<file path="src/rtl/contador_pkg.sv">
// Shared types and default parameter values for the per-channel word counter.
package contador_pkg;
   typedef enum logic {
      S_WAIT = 1'b0,
      S_RESP = 1'b1
   } estado_t;

   localparam int NCH_DEF         = 4;
   localparam int CNT_W_DEF       = 5;
   localparam int SAT_DEF         = 0;
   localparam int CLR_ON_READ_DEF = 0;
endpackage

</file>
<file path="src/rtl/contador_canal.sv">
// One counter channel: increments on inc, wraps or saturates at full scale,
// keeps a sticky overflow bit; a clear takes effect before the increment.
import contador_pkg::*;

module contador_canal #(
   parameter int CNT_W = CNT_W_DEF,
   parameter int SAT   = SAT_DEF
) (
   input  logic             clk,
   input  logic             reset,
   input  logic             inc,
   input  logic             clr,
   output logic [CNT_W-1:0] cuenta,
   output logic             ovf
);
   logic [CNT_W-1:0] cuenta_reg, cuenta_next, base;
   logic             ovf_reg, ovf_next, base_ovf;

   always_comb begin
      base        = clr ? '0 : cuenta_reg;
      base_ovf    = clr ? 1'b0 : ovf_reg;
      cuenta_next = base;
      ovf_next    = base_ovf;
      if (inc) begin
         if (&base) begin
            ovf_next = 1'b1;
            if (SAT == 0) cuenta_next = '0;
         end else begin
            cuenta_next = base + CNT_W'(1);
         end
      end
   end

   always_ff @(posedge clk or negedge reset) begin
      if (!reset) begin
         cuenta_reg <= '0;
         ovf_reg    <= 1'b0;
      end else begin
         cuenta_reg <= cuenta_next;
         ovf_reg    <= ovf_next;
      end
   end

   assign cuenta = cuenta_reg;
   assign ovf    = ovf_reg;
endmodule

</file>
<file path="src/rtl/contador_canales.sv">
// NCH independent word counters with a request/response read port that is
// only served while the system is idle; one response per request level.
import contador_pkg::*;

module contador_canales #(
   parameter int NCH         = NCH_DEF,
   parameter int CNT_W       = CNT_W_DEF,
   parameter int SAT         = SAT_DEF,
   parameter int CLR_ON_READ = CLR_ON_READ_DEF,
   parameter int IDX_W       = $clog2(NCH)
) (
   input  logic             clk,
   input  logic             reset,
   input  logic [NCH-1:0]   valid_in,
   input  logic             idle,
   input  logic             req,
   input  logic [IDX_W-1:0] idx,
   output logic             valid_contador,
   output logic [CNT_W-1:0] contador_out,
   output logic             ovf_out,
   output logic             err_idx
);
   localparam logic [IDX_W:0] NCH_L = (IDX_W+1)'(NCH);

   estado_t          estado_reg;
   logic [CNT_W-1:0] cuenta_arr [NCH];
   logic [NCH-1:0]   ovf_vec;
   logic [NCH-1:0]   clr_vec;
   logic             accept;
   logic             idx_err;
   logic [CNT_W-1:0] sel_cuenta;
   logic             sel_ovf;

   assign accept  = (estado_reg == S_WAIT) && req && idle;
   assign idx_err = ({1'b0, idx} >= NCH_L);

   generate
      for (genvar gi = 0; gi < NCH; gi++) begin : g_canal
         // An out-of-range idx never matches, so a bad read clears nothing.
         assign clr_vec[gi] = (CLR_ON_READ != 0) && accept &&
                              ({1'b0, idx} == (IDX_W+1)'(gi));

         contador_canal #(
            .CNT_W (CNT_W),
            .SAT   (SAT)
         ) u_canal (
            .clk    (clk),
            .reset  (reset),
            .inc    (valid_in[gi]),
            .clr    (clr_vec[gi]),
            .cuenta (cuenta_arr[gi]),
            .ovf    (ovf_vec[gi])
         );
      end
   endgenerate

   always_comb begin
      sel_cuenta = '0;
      sel_ovf    = 1'b0;
      for (int i = 0; i < NCH; i++) begin
         if ({1'b0, idx} == (IDX_W+1)'(i)) begin
            sel_cuenta = cuenta_arr[i];
            sel_ovf    = ovf_vec[i];
         end
      end
   end

   always_ff @(posedge clk or negedge reset) begin
      if (!reset) begin
         estado_reg     <= S_WAIT;
         valid_contador <= 1'b0;
         contador_out   <= '0;
         ovf_out        <= 1'b0;
         err_idx        <= 1'b0;
      end else begin
         valid_contador <= 1'b0;
         case (estado_reg)
            S_WAIT: begin
               if (accept) begin
                  estado_reg     <= S_RESP;
                  valid_contador <= 1'b1;
                  contador_out   <= sel_cuenta;
                  ovf_out        <= sel_ovf;
                  err_idx        <= idx_err;
               end
            end
            S_RESP: begin
               // Held req must drop before another read can be accepted.
               if (!req) estado_reg <= S_WAIT;
            end
            default: estado_reg <= S_WAIT;
         endcase
      end
   end
endmodule

</file>
<file path="config.mk">
export PLATFORM = sky130hd
export DESIGN_NAME = contador_canales
export DESIGN_NICKNAME = d
export VERILOG_FILES = /design/src/rtl/contador_pkg.sv /design/src/rtl/contador_canal.sv /design/src/rtl/contador_canales.sv
export SDC_FILE = /design/constraint.sdc
export NUM_CORES = 1
export LEC_CHECK = 0
export CAP_MARGIN = 20
export CORE_MARGIN = 5
export CORE_UTILIZATION = 40
export DETAILED_ROUTE_END_ITERATION = 12
export DONT_BUFFER_PORTS = 1
export GPL_ROUTABILITY_DRIVEN = 0
export MAX_ROUTING_LAYER = met4
export PLACE_DENSITY = 0.63
export SYNTH_ARGS = -nofsm -noshare
export SYNTH_HDL_FRONTEND = slang
export SYNTH_SLANG_ARGS = --single-unit
</file>
<file path="constraint.sdc">
create_clock -name clk -period 2 [get_ports clk]
set_clock_uncertainty 0.2 [all_clocks]
set_input_delay 0.6 -clock clk [delete_from_list [all_inputs] [get_ports clk]]
set_output_delay 0.6 -clock clk [all_outputs]
set_load 0.05 [all_outputs]
</file>
==> results of run 1 <==
cell type report:
type,count,area [um^2],area share (%)
Sequential cell,32,801,46.5
Multi-Input combinational cell,79,717,41.6
Clock buffer,5,68.8,3.99
Tap cell,48,60.1,3.49
Clock inverter,3,42.5,2.47
Timing Repair Buffer,2,30.0,1.74
Inverter,1,3.75,0.218
layout by cell type (no fill, tap or decap), drive strengths merged, types with 5 or more instances in the layout:
cell / count
o21ai: 12
and3: 8
dfrtp: 32
mux4: 6
clkbuf: 5
nand2b: 8
ha: 8
mux2: 14
power by group through the flow:
stage | logic, W | registers, W | clock network (W)
after global placement | 0.000522 | 0.00139 | 0
after floorplan | 0.000485 | 0.00129 | 0
final | 0.000556 | 0.00138 | 0.000613
after global routing | 0.000641 | 0.00143 | 0.000664
after CTS | 0.000564 | 0.00139 | 0.000628
after detailed placement | 0.000541 | 0.00140 | 0
worst max-delay path by stage:
stage	startpoint	endpoint	slack, ns
after detailed placement	g_canal[2].u_canal.cuenta[0]	g_canal[2].u_canal.cuenta[3]	0.29
after floorplan	idx[0]	contador_out[0]	0.24
after global placement	g_canal[3].u_canal.cuenta[0]	g_canal[3].u_canal.cuenta[3]	0.31
after CTS	contador_out[3]	contador_out[3]	0.26
final	contador_out[3]	contador_out[3]	0.27
after global routing	g_canal[3].u_canal.cuenta[0]	g_canal[3].u_canal.cuenta[3]	0.17
per-stage QoR:
step | instances | power, W | hold slack (ns) | util, %
finish | 170 | 0.00255 | 0.204 | 46.4
global route | 170 | 0.00273 | 0.186 | 46.4
CTS | 170 | 0.00258 | 0.201 | 46.4
detailed placement | 160 | 0.00194 | 0.106 | 42.6
global placement | 160 | 0.00191 | 0.106 | 42.6
floorplan | 115 | 0.00177 | 0.104 | -
cells by family (layout without fill, tap and decap cells):
| logic type | after synthesis | after routing | synth area share, % |
|---|---|---|---|
| other | 1 | 1 | 0.242 |
| buffers and inverters | 4 | 11 | 2.18 |
| multiplexers | 24 | 24 | 21.5 |
| AO/OA/AOI/OAI | 21 | 21 | 9.19 |
| adder cells (fa/ha/maj) | 8 | 8 | 6.45 |
| AND/OR/NAND/NOR | 25 | 25 | 8.87 |
| flip-flops | 32 | 32 | 51.6 |
per-layer routing:
metal	wire [um]	up-vias	track usage [%]
met1	1260	460	15.4
li1	-	442	-
met3	270	2	7.20
met2	1180	26	16.2
met4	8	0	3.13
met5	0	-	-
cells in the mapped netlist (all sizes together):
cell type	count
nand3b	1
o21a	1
inv	1
o21ai	12
mux4	6
mux2i	4
nand2b	8
ha	8
conb	1
nor2	4
nand2	4
and3	8
a41o	4
mux2	14
dfrtp	32
buf	3
a22o	4
==> results_dict.tcl, run 1 <==
set metrics [dict create \
    root_buffer "clkbuf_8" \
    cts-buffers-inserted 5 \
    drt_iter0_markers 18 \
    synth-seq-area-share_pct 51.6 \
    avgViaCountPerCell 5.47 \
    fin_crit_sh_pct 86.5 \
    ys_warn_count 0 \
    switching_share_pct 35.5 \
    ir_worst_vdd_mv 0.643 \
    worstHoldPathCells 1 \
    timing.fmax_mhz 578 \
    antenna_found_initial 0 \
    status "finished clean" \
    first_pass_iters 4 \
    p_clk_share_pct 24.0 \
    nNetsFinal 139 \
    diodes 0 \
    setup_viol 0 \
    postCtsSetupBuffers 0 \
    worst_setup_path_start_kind "flip-flop" \
    placed_cell_area_mm2 0.00158 \
    hold_path_end "g_canal[2].u_canal.cuenta[0]" \
    start_util_pct 41.8 \
    layout_min_cycle_time_ns 1.73 \
    syn_area_per_cell_um2 13.5 \
    cellPowerDensity_mw_per_mm2 1480 \
    synth_top_area_share_pct 51.6 \
    core_area_mm2 0.00372 \
    final_area_mm2 0.00172 \
    syn_nets 133 \
    worst_slack_ns 0.269 \
    drt_wl_total_um 2720 \
    worstPathRequired_ns 1.20 \
    chipWidth_um 72.3 \
    ys_ff_latch 32 \
    die_h_um 72.3 \
    h-tree-depth 2 \
    p_switching_w 0.000907 \
    slew_viol_final 0 \
    reg2regPathDepth 6 \
    yosysUniqueCellTypes 18 \
    dp_slack_ns 0.287 \
    cts_tree "done" \
    cp.depth 0 \
    power_leakage_nw 0.824 \
    min_from "valid_in[2]" \
    drc 0 \
    timing.rr.start "g_canal[3].u_canal.cuenta[0]" \
    critPathKind "reg -> out" \
    fill_cells 333 \
    arrival_ns 0.93 \
    clock_latency_ns 0.28 \
    cap_violations 0 \
    ctsResizeCount 0 \
    seqPwrFrac_pct 54.2 \
    wl_per_cell_um 16.0 \
    rsz0062_at_grt "false" \
    finalHoldViolCount 0 \
    combPwrFrac_pct 21.8 \
    synth_cells 115 \
    rr_endpoint "g_canal[3].u_canal.cuenta[3]" \
    cts_hold_buf 2 \
    drtAntennaViolNets 0 \
    overflow 0 \
    vias 930 \
    cp_max_fo 2 \
    largest_register_ffs 20 \
    fin_setup_tns_ns 0 \
    cp-end-kind "output port" \
    clkSinkCount 32 \
    synth_area_mm2 0.00155 \
    io_pins 18 \
    grt_pass1_wl_um 4550 \
    grt_max_degree 33 \
    die_area_mm2 0.00522 \
    clk_pin_slew_worst_paths_ns 0.07 \
    ctsLongestPathBuffers 2 \
    r2r_slack_ns 0.28 \
    p_int_w 0.00164 \
    netlist.top_cell.by_area "dfrtp_1" \
    hp-class "in -> reg" \
    synth.area.top_cells "dfrtp_1, mux2_2, mux4_2" \
    portBuffers 0 \
    layout-drive-gt1-share_pct 23.8 \
    synthToLayoutAreaGrowth_pct 11.0 \
    grt_usage_pct 12.1 \
    rows 22 \
    dp_hpwl_um 2000 \
    grt_pass1_vias 938 \
]
Note: power is estimated with default switching activity, not from simulation.
==> run 2: changes to the inputs <==
DONT_BUFFER_PORTS = unset   (was 1)
PLACE_DENSITY = 0.69   (was 0.63)
==> run 2 against run 1 <==
Combinational power is 85% higher. Via count is 8.2% higher. Setup slack worse by 0.076 ns. First-iteration DRC count grew to 3.9 times the previous value. Sequential power is 12% lower. Utilization is 6.3 points higher. Cell area is 14% higher. Critical path depth is 3 higher. Maximum frequency is 4.2% lower. Count of clock-buffer cells in the layout is 3 higher. Critical path type is now in -> reg. Critical endpoint is now contador_out[3]. Largest cell class unchanged. Highest routed layer unchanged.
==> results_dict.tcl, run 2 (synthesized netlist as in run 1, its figures left out) <==
set metrics [dict create \
    status "finished clean" \
    fin_setup_tns_ns 0 \
    cts-buffers-inserted 5 \
    drc 0 \
    final-seq-area_um2 801 \
    postCtsSetupBuffers 0 \
    cp_max_fo 6 \
    rows 22 \
    layout_min_cycle_time_ns 1.81 \
    critPathKind "in -> reg" \
    dp_cells 181 \
    drt_iter0_markers 70 \
    core_area_mm2 0.00372 \
    timing.fmax_mhz 553 \
    nNetsFinal 158 \
    largest_register_ffs 20 \
    io_pins 18 \
    finalHoldViolCount 0 \
    diodes 0 \
    multi_input_area_um2 721 \
    hp-class "reg -> reg" \
    drt_wl_total_um 2920 \
    cts_tree "done" \
    fin_cells 189 \
    p_switching_w 0.000953 \
    synthToLayoutAreaGrowth_pct 26.1 \
    drtAntennaViolNets 0 \
    cellPowerDensity_mw_per_mm2 1400 \
    final_common_cell "dfrtp_1" \
    clk_pin_slew_worst_paths_ns 0.06 \
    power_leakage_nw 0.937 \
    grt_usage_pct 13.1 \
    layout-drive-gt1-share_pct 27.0 \
    avgViaCountPerCell 5.32 \
    rsz0062_at_grt "false" \
    switching_share_pct 34.7 \
    arrival_ns 1.77 \
    fill_cells 329 \
    ctsLongestPathBuffers 2 \
    layout_common_cells "dfrtp_1, mux2_2, o21ai_0" \
    r2r_slack_ns 0.24 \
    antenna_found_initial 0 \
    grt_pass1_vias 1092 \
    root_buffer "clkbuf_8" \
    clkSinkCount 32 \
    worstPathRequired_ns 1.96 \
    overflow 0 \
    dp_hpwl_um 2230 \
    holdWs_ns 0.271 \
    cap_violations 0 \
    first_pass_iters 4 \
    wl_per_cell_um 15.5 \
    p_int_w 0.00180 \
    grt_max_degree 33 \
    worst_setup_path_start_kind "primary input" \
    vias 1006 \
    start_util_pct 41.8 \
    setup_viol 0 \
    portBuffers 16 \
    chipWidth_um 72.3 \
    final_util_pct 52.7 \
    seqPwrFrac_pct 44.2 \
    h-tree-depth 2 \
    die_h_um 72.3 \
    grt_pass1_wl_um 5080 \
    slew_viol_final 0 \
    cp-end-kind "flip-flop" \
    clock_latency_ns 0.28 \
    fin_crit_sh_pct 90.3 \
    combPwrFrac_pct 37.6 \
    die_area_mm2 0.00522 \
    p_clk_share_pct 18.2 \
    ir_worst_vdd_mv 0.553 \
]
## run 2: cell types whose count changed in the layout (fill, tap and decap cells not counted)
| cell | before | now |
|---|---|---|
| clkbuf_1 | 0 | 2 |
| mux2_4 | 0 | 1 |
| buf_6 | 0 | 1 |
| clkinvlp_4 | 1 | 0 |
| buf_4 | 0 | 3 |
| buf_12 | 1 | 8 |
| clkbuf_8 | 5 | 6 |
| bufinv_16 | 1 | 0 |
| dlygate4sd3_1 | 1 | 0 |
| mux2_2 | 14 | 13 |
| dlygate4sd2_1 | 0 | 2 |
| clkinv_2 | 1 | 0 |
| clkdlybuf4s50_1 | 0 | 7 |
## run 2: worst max-delay path: stages
cell and delay (ns):
dlygate4sd2_1 0.36, mux4_2 0.53, mux2_2 0.27
## run 2: timing repair
item / CTS / global route
hold endpoints to repair: 0 / 0
resized for setup: 4 / 0
hold buffers: 0 / 0
endpoints found under the setup margin: 6 / 0
## run 2: worst paths after layout
check	startpoint	end	cells after the start
max in group asynchronous	reset	g_canal[1].u_canal.cuenta[4]	2
worst min register to register	g_canal[2].u_canal.ovf	g_canal[2].u_canal.ovf	1
worst min-delay path	g_canal[2].u_canal.ovf	g_canal[2].u_canal.ovf	1
worst max register to register	g_canal[3].u_canal.cuenta[0]	g_canal[3].u_canal.cuenta[3]	6
worst max-delay path	idx[1]	contador_out[3]	3
min in group asynchronous	reset	g_canal[0].u_canal.cuenta[0]	2
## run 2: area by class of cell
type / count / share of cell area (%)
flip-flops and latches: 32 / 40.9
multi-input cells: 79 / 36.8
repair buffers: 21 / 14.4
clock buffers: 8 / 4.60
well taps: 48 / 3.07
inverters: 1 / 0.192
## run 2: layer usage
layer | share of wire (%) | up-vias | global-route usage (%) | wire length [um]
met4 | 0.41 | 0 | 3.34 | 12
met2 | 49 | 21 | 20.9 | 1420
met1 | 45 | 500 | 15.0 | 1310
met3 | 5.9 | 3 | 5.96 | 172
li1 | - | 482 | - | -
met5 | 0 | - | - | 0
## run 2: power groups by stage
stage / combinational [W] / sequential (W) / clock [W]
after floorplan: 0.000485 / 0.00129 / 0
final: 0.00103 / 0.00121 / 0.000500
after global routing: 0.00113 / 0.00125 / 0.000548
after global placement: 0.000999 / 0.00121 / 0
after detailed placement: 0.00104 / 0.00122 / 0
after CTS: 0.00105 / 0.00121 / 0.000512
## run 2: per-stage QoR
step	total power (W)	cell area, um^2	setup WS, ns
6_report	0.00275	1960	0.193
5_1_grt	0.00293	1960	0.135
4_1_cts	0.00277	1960	0.197
3_5_place_dp	0.00226	1860	-0.367
3_3_place_gp	0.00221	1860	-0.335
2_1_floorplan	0.00177	1550	0.235
==> run 3: changes to the inputs <==
CORE_UTILIZATION = 54   (was 40)
PLACE_DENSITY = 0.86   (was 0.69)
==> run 3 against run 2 <==
Via count up 3.2%. Sequential power hardly changed. Die area is 23% lower. Combinational power is essentially flat. Cell count fell by 9.0%. Sequential share of layout area increased by 1.2 points. Critical endpoint is now ovf_out. Largest cell class unchanged. Flip-flop and latch count is the same. Critical path type unchanged.
==> results_dict.tcl, run 3 (synthesized netlist as in run 1, its figures left out) <==
set metrics [dict create \
    status "finished clean" \
    cellPowerDensity_mw_per_mm2 1390 \
    cp_max_fo 5 \
    layout_common_cells "dfrtp_1, mux2_2, o21ai_0, clkdlybuf4s50_1" \
    timing.fmax_mhz 501 \
    worst_setup_path_start_kind "primary input" \
    seqPwrFrac_pct 46.3 \
    start_util_pct 56.3 \
    die_area_mm2 0.00404 \
    fin_setup_tns_ns 0 \
    ctsResizeCount 0 \
    root_buffer "clkbuf_4" \
    drc 0 \
    vias 1038 \
    cap_violations 0 \
    drt_iter0_markers 71 \
    first_pass_iters 4 \
    grt_max_degree 33 \
    core_area_mm2 0.00276 \
    power_leakage_nw 0.915 \
    clk_pin_slew_worst_paths_ns 0.08 \
    r2r_slack_ns 0.23 \
    nNetsFinal 158 \
    hp-class "reg -> reg" \
    largest_register_ffs 20 \
    power_w 0.00263 \
    synthToLayoutAreaGrowth_pct 22.4 \
    min_from "g_canal[3].u_canal.ovf" \
    cts-buffers-inserted 5 \
    h-tree-depth 2 \
    slowest_stage "mux4_2" \
    fin_crit_sh_pct 99.7 \
    diodes 0 \
    postCtsSetupBuffers 0 \
    worstPathRequired_ns 2.00 \
    grt_usage_pct 17.3 \
    wl_per_cell_um 17.6 \
    antenna_found_initial 0 \
    layout-drive-gt1-share_pct 27.0 \
    die_h_um 63.6 \
    dp_hpwl_um 2360 \
    rows 19 \
    final_common_cell "dfrtp_1" \
    ctsLongestPathBuffers 2 \
    worstPathCellList "clkdlybuf4s50_1, buf_4, mux4_2, mux2_2" \
    worstHoldPathCells 1 \
    rr_endpoint "g_canal[2].u_canal.cuenta[3]" \
    drtAntennaViolNets 0 \
    cts_hold_buf 0 \
    portBuffers 16 \
    reg2regPathDepth 6 \
    timing.rr.start "g_canal[2].u_canal.cuenta[0]" \
    cts_tree "done" \
    hold_path_end "g_canal[3].u_canal.ovf" \
    p_int_w 0.00168 \
    arrival_ns 2.00 \
    cp-end-kind "flip-flop" \
    clock_latency_ns 0.32 \
    setup_viol 0 \
    layout_min_cycle_time_ns 1.99 \
    ir_worst_vdd_mv 1.19 \
    path_buf_inv 2 \
    critPathKind "in -> reg" \
    overflow 0 \
    crit_start "idx[0]" \
    p_clk_share_pct 14.2 \
    p_switching_w 0.000952 \
    drt_wl_total_um 3020 \
    slew_viol_final 0 \
    switching_share_pct 36.1 \
    max_stage_delay_ns 0.51 \
    rsz0062_at_grt "false" \
    critPathTopFamily "multiplexers" \
    clkSinkCount 32 \
    io_pins 18 \
    combPwrFrac_pct 39.5 \
    fill_cells 212 \
    final_util_pct 68.9 \
    grt_pass1_vias 1116 \
    avgViaCountPerCell 6.03 \
    chipWidth_um 63.6 \
    grt_pass1_wl_um 5240 \
    finalHoldViolCount 0 \
]
run 3: worst max path at each step:
| stage | endpoint | slack [ns] | depth (start not counted) |
|---|---|---|---|
| 2_1_floorplan | contador_out[0] | 0.24 | 3 |
| 3_5_place_dp | ovf_out | -0.33 | 4 |
| 5_1_grt | ovf_out | 0.01 | 4 |
| 3_3_place_gp | ovf_out | -0.29 | 4 |
| 4_1_cts | ovf_out | 0.02 | 4 |
| 6_report | ovf_out | 0.005 | 4 |
run 3: worst register-to-register path: cells and delay by family, from the launching register on:
family | cells | cell delay [ns]
flops | 1 | 0.44
simple gates | 3 | 0.48
fa+ha+maj | 2 | 0.44
compound gates | 1 | 0.15
run 3: metrics by stage:
| step | std cells | area, um^2 | setup WS [ns] | hold slack (ns) |
|---|---|---|---|---|
| after floorplan | 115 | 1550 | 0.235 | 0.104 |
| after global placement | 164 | 1840 | -0.287 | 0.257 |
| after detailed placement | 164 | 1840 | -0.326 | 0.267 |
| after CTS | 172 | 1900 | 0.0224 | 0.287 |
| after global routing | 172 | 1900 | 0.0133 | 0.304 |
| final | 172 | 1900 | 0.00503 | 0.281 |
run 3: power by group through the flow:
stage	combinational (W)	sequential (W)	clock, W
finish	0.00104	0.00122	0.000373
global route	0.00114	0.00126	0.000422
CTS	0.00106	0.00122	0.000386
detailed placement	0.00105	0.00123	0
global placement	0.000990	0.00120	0
floorplan	0.000485	0.00129	0
run 3: cell type report:
type,count,area [um^2],area share (%)
sequential,32,801,42.2
timing repair buffer,21,280,14.8
multi-input combinational,79,717,37.7
tap,31,38.8,2.04
inverter,1,3.75,0.198
clock buffer,8,58.8,3.10
run 3: metal layers:
metal	vias to the layer above	global-route usage, %	routed length (um)
met3	8	6.04	140
met2	26	28.2	1550
met1	525	20.3	1290
li1	479	-	-
met4	0	4.68	43
met5	-	-	0
